$ cat src/rtl/ped_request_ctrl_if.sv
// Pedestrian controller bus: push-button and lamp inputs from the street/light side,
// crossing request and indicators back out.
interface ped_request_ctrl_if;
    logic btn;
    logic R;
    logic G;
    logic Y;
    logic pass;
    logic walk;
    logic wait_lamp;
    logic err;

    modport master (output btn, R, G, Y, input pass, walk, wait_lamp, err);
    modport slave  (input btn, R, G, Y, output pass, walk, wait_lamp, err);
endinterface

$ cat src/rtl/ped_request_ctrl.sv
// Pedestrian-side controller: debounces the push-button, requests a green phase,
// shows WALK while green is served, then enforces a cooldown; flags lamp faults.
module ped_request_ctrl #(
    parameter int unsigned CNT_W        = 6,
    parameter int unsigned DEBOUNCE_CYC = 4,
    parameter int unsigned WAIT_MAX     = 8,
    parameter int unsigned COOLDOWN     = 20
) (
    input  logic              clk,
    input  logic              rst,
    ped_request_ctrl_if.slave bus
);

    typedef enum logic [2:0] {
        S_IDLE,
        S_DEBOUNCE,
        S_REQ,
        S_SERVE,
        S_COOLDOWN
    } state_t;

    localparam logic [CNT_W-1:0] DEB_LAST  = CNT_W'(DEBOUNCE_CYC - 1);
    localparam logic [CNT_W-1:0] WAIT_LAST = CNT_W'(WAIT_MAX - 1);
    localparam logic [CNT_W-1:0] COOL_LAST = CNT_W'(COOLDOWN - 1);
    localparam logic [CNT_W-1:0] CNT_ONE   = CNT_W'(1);

    state_t           state;
    state_t           state_nxt;
    logic [CNT_W-1:0] cnt;
    logic [CNT_W-1:0] cnt_nxt;
    logic             err_q;
    logic             err_nxt;
    logic             pass_q;
    logic             wait_q;
    logic             lamp_bad;

    // Exactly one lamp lit is the only legal light indication.
    assign lamp_bad = !(({bus.R, bus.G, bus.Y} == 3'b100) ||
                        ({bus.R, bus.G, bus.Y} == 3'b010) ||
                        ({bus.R, bus.G, bus.Y} == 3'b001));

    always_ff @(posedge clk) begin
        if (rst) begin
            state  <= S_IDLE;
            cnt    <= '0;
            err_q  <= 1'b0;
            pass_q <= 1'b0;
            wait_q <= 1'b0;
        end else begin
            state  <= state_nxt;
            cnt    <= cnt_nxt;
            err_q  <= err_nxt;
            pass_q <= (state_nxt == S_REQ);
            wait_q <= (state_nxt == S_REQ);
        end
    end

    // Every limit is compared before incrementing, so cnt never wraps.
    always_comb begin
        state_nxt = state;
        cnt_nxt   = cnt;
        err_nxt   = err_q | lamp_bad;
        unique case (state)
            S_IDLE: begin
                if (bus.btn) begin
                    state_nxt = S_DEBOUNCE;
                    cnt_nxt   = '0;
                end
            end
            S_DEBOUNCE: begin
                if (!bus.btn) begin
                    state_nxt = S_IDLE;
                    cnt_nxt   = '0;
                end else if (cnt == DEB_LAST) begin
                    state_nxt = S_REQ;
                    cnt_nxt   = '0;
                end else begin
                    cnt_nxt = cnt + CNT_ONE;
                end
            end
            S_REQ: begin
                if (bus.G) begin
                    state_nxt = S_SERVE;
                    cnt_nxt   = '0;
                end else if (cnt == WAIT_LAST) begin
                    state_nxt = S_IDLE;
                    cnt_nxt   = '0;
                    err_nxt   = 1'b1;
                end else begin
                    cnt_nxt = cnt + CNT_ONE;
                end
            end
            S_SERVE: begin
                if (!bus.G) begin
                    state_nxt = S_COOLDOWN;
                    cnt_nxt   = '0;
                end
            end
            S_COOLDOWN: begin
                if (cnt == COOL_LAST) begin
                    state_nxt = S_IDLE;
                    cnt_nxt   = '0;
                end else begin
                    cnt_nxt = cnt + CNT_ONE;
                end
            end
            default: begin
                state_nxt = S_IDLE;
                cnt_nxt   = '0;
            end
        endcase
    end

    assign bus.pass      = pass_q;
    assign bus.wait_lamp = wait_q;
    assign bus.walk      = (state == S_SERVE) & bus.G;
    assign bus.err       = err_q;

endmodule
$ cat src/flat_wrapper.sv
// flat-port wrapper written by rule: the top's interface ports become plain ports
module ped_request_ctrl_flat 
#(
    parameter int unsigned CNT_W        = 6,
    parameter int unsigned DEBOUNCE_CYC = 4,
    parameter int unsigned WAIT_MAX     = 8,
    parameter int unsigned COOLDOWN     = 20
)
  (clk, rst, bus_btn, bus_R, bus_G, bus_Y, bus_pass, bus_walk, bus_wait_lamp, bus_err);
  ped_request_ctrl_if bus_i ();
  input  logic clk;
  input  logic rst;
  input wire logic [$bits(bus_i.btn)-1:0] bus_btn;
  input wire logic [$bits(bus_i.R)-1:0] bus_R;
  input wire logic [$bits(bus_i.G)-1:0] bus_G;
  input wire logic [$bits(bus_i.Y)-1:0] bus_Y;
  output wire logic [$bits(bus_i.pass)-1:0] bus_pass;
  output wire logic [$bits(bus_i.walk)-1:0] bus_walk;
  output wire logic [$bits(bus_i.wait_lamp)-1:0] bus_wait_lamp;
  output wire logic [$bits(bus_i.err)-1:0] bus_err;
  assign bus_i.btn = bus_btn;
  assign bus_i.R = bus_R;
  assign bus_i.G = bus_G;
  assign bus_i.Y = bus_Y;
  assign bus_pass = bus_i.pass;
  assign bus_walk = bus_i.walk;
  assign bus_wait_lamp = bus_i.wait_lamp;
  assign bus_err = bus_i.err;
  ped_request_ctrl #(.CNT_W(CNT_W), .DEBOUNCE_CYC(DEBOUNCE_CYC), .WAIT_MAX(WAIT_MAX), .COOLDOWN(COOLDOWN)) u_core (.clk(clk), .rst(rst), .bus(bus_i));
endmodule
$ cat config.mk
export PLATFORM = sky130hd
export DESIGN_NAME = ped_request_ctrl_flat
export DESIGN_NICKNAME = d
export VERILOG_FILES = /design/src/rtl/ped_request_ctrl_if.sv /design/src/rtl/ped_request_ctrl.sv /design/src/flat_wrapper.sv
export SDC_FILE = /design/constraint.sdc
export NUM_CORES = 1
export LEC_CHECK = 0
export BUFFER_PORTS_ARGS = -buffer_cell sky130_fd_sc_hd__buf_2
export CAP_MARGIN = 25
export CORE_UTILIZATION = 33
export DETAILED_ROUTE_END_ITERATION = 6
export SYNTH_ARGS = -nofsm -noshare
export SYNTH_HDL_FRONTEND = slang
export SYNTH_SLANG_ARGS = --single-unit
$ cat constraint.sdc
create_clock -name clk -period 1.43 [get_ports clk]
set_input_delay 0.0715 -clock clk [delete_from_list [all_inputs] [get_ports clk]]
set_output_delay 0.0715 -clock clk [all_outputs]
set_load 0.05 [all_outputs]
==> reports/metrics.cfg <==
[outcome]
outcome=finished, violations left
violations=negative setup slack

[clock_tree]
clock-sinks=11
h-tree-depth=1
cts_buffer_depth=2
ctsRootBufferMaster=clkbuf_4
cts_tree=built
cts_made_buffers=3
clk_latency_ns=0.28
clkTransAtPathRegs_ns=0.07

[yosys]
yosys-top-cells-count=dfxtp_1 (11), a21oi_1 (7), nand2_1 (6), nor2_1 (5), o21ai_0 (5)
ys_top_cells_by_area=dfxtp_1 (31%), a21oi_1 (4.9%), and3_1 (3.5%)
netlist_instances=87
ys_warn_count=0
async_flop_share_pct=0
synth_ff_type=dfxtp_1
synth_top_area_cell=dfxtp_1
netlist.area_leader.share_pct=30.7
avgSynthCellArea_um2=8.26
syn_area_um2=718
synth_cell_types=40
synth_seq_area_share_pct=30.7
syn-num-nets=94
synth_edf_count=0
synth.most_common_cell=dfxtp_1
ys_ff_latch=11

[drt]
drtIter0Drc=10
wl_per_cell_um=12.9
wl_um=1820
ant_nets=0
first_pass_iters=5
viasPerCell=5.24
drc=0
vias=739

[floorplan]
die-area_mm2=0.00237
rows=16
dieHeight_um=48.7
io_pins=10
die_x_um=48.7
start_util_pct=35.9
core_area_mm2=0.00200

[timing]
fmax_mhz=651
finalHoldViolCount=0
post-route-period-util_pct=107
rsz0062_at_grt=true
fin_crit_ns=1.54
tightest_slew_ns=0.354
setup_tns_ns=-0.531
skew_ns=0.000886
final-setup-viol-count=7
slew_headroom_pct=76.1
fin_ws_ns=-0.107
drv_slew=0

[critical_path]
critPathBufInv=0
worstPathCellList=ha_4 -> nor4b_4 -> a21oi_2 -> o21ai_2 -> nand2_1 -> a31o_2
ff2ff_setup_slack_ns=-0.11
path_delay_family=compound AO/OA/AOI/OAI gates
max_stage_delay_ns=0.36
crit_path_start_kind=flip-flop
critPathCaptureType=flip-flop
r2r-end=u_core.cnt[1]
r2r_start=u_core.cnt[0]
critical_path_class=flip-flop to flip-flop
cp_slowest_cell=dfxtp_2
crit_arrival_ns=1.71
cp_max_fo=5
startpoint=u_core.cnt[0]
cp.required_ns=1.60
worstRegToRegCells=6

[worst_hold_path]
hold_path_end=u_core.cnt[5]
hold_path_class=input pin to flip-flop
hp-start=rst
hold_depth=2

[power]
vdd_ir_drop_max_mv=0.325
p_per_area_mw_per_mm2=636
power.leakage_nw=0.412
total_power_mw=0.629

[global_route]
grt_pass1_vias=701
grt_max_degree=10
antenna_found_initial=0
grt_usage_pct=17.3
grt_pass1_wl_um=3160
grt-ovfl-total=0

[finish]
drive_above_1_share_pct=43.9
nets=122
syn_to_final_growth_pct=37.6
antenna_cells=0

[placed_design]
portBuffers=9
gp_congestion=0.874
hpwlAfterDp_um=1270

[job]
cap_violations=0

metrics by stage:
step | hold slack (ns) | utilization, % | worst slack, ns | instance area, µm² | std cells
6_report | 0.0858 | 49.4 | -0.107 | 988 | 141
5_1_grt | 0.113 | 49.4 | -0.207 | 988 | 141
4_1_cts | 0.0720 | 48.6 | -0.0982 | 973 | 140
3_5_place_dp | 0.360 | 44.4 | -0.0979 | 888 | 132
3_3_place_gp | 0.373 | 44.4 | -0.0581 | 888 | 132
2_1_floorplan | 0.299 | - | -0.00813 | 742 | 87
cell type report:
type	count	area [µm²]
Clock buffer	4	26.3
Fill cell	202	1010
Inverter	5	18.8
Multi-Input combinational cell	66	494
Sequential cell	11	225
Tap cell	27	33.8
Timing Repair Buffer	28	190
power by group:
part,switching (mW),internal [mW]
clock network,0.116,0.108
registers,0.00557,0.312
logic,0.0501,0.0357
total,0.172,0.456
routing by layer:
layer	routed length [µm]	up-vias	global-route usage (%)	part of all wire [%]
met5	0	-	0	0
met4	18	0	5.88	0.99
met3	94	3	4.09	5.2
met2	872	28	29.9	48
met1	835	341	20.8	46
li1	-	367	-	-
what timing repair did:
action	4_1_cts	5_1_grt
resized for setup	8	2
gates cloned	0	0
hold buffers	0	0
setup buffers	4	1
pin swaps	7	6
setup endpoints to repair	7	10
registers in the layout, summed over array words and instances (netlist names):
signal           flops
u_core.bus.err       1
u_core.bus.pass      1
u_core.cnt           6
u_core.state         3
cells by family after synthesis:
family / Yosys count / share of synthesized area (%)
xor gates and xnor gates: 3 / 3.66
buffers and inverters: 10 / 7.84
DFF: 11 / 30.7
adders and majority gates: 1 / 1.74
AOI/OAI and AO/OA: 26 / 24.4
and+or+nand+nor: 36 / 31.7
worst max-delay path by stage:
| stage | end | cells past startpoint | slack [ns] |
|---|---|---|---|
| floorplan | u_core.cnt[4] | 6 | -0.008 |
| global placement | u_core.cnt[1] | 6 | -0.06 |
| detailed placement | u_core.cnt[1] | 6 | -0.1 |
| CTS | u_core.cnt[1] | 6 | -0.1 |
| global route | u_core.cnt[1] | 6 | -0.21 |
| finish | u_core.cnt[1] | 6 | -0.11 |
cell usage in the layout (no fill, tap or decap), types with 3 or more instances in the layout:
master     n
nand2b_1   3
a21oi_2    3
o21ai_1    3
nor3_1     3
clkbuf_4   4
buf_4     19
buf_2      8
nor2_1     5
nand3_1    4
dfxtp_1    7
and3_1     4
inv_1      4
dfxtp_2    4
a21oi_1    5
nand2_1    6
Note: power is estimated with default switching activity, not from simulation.
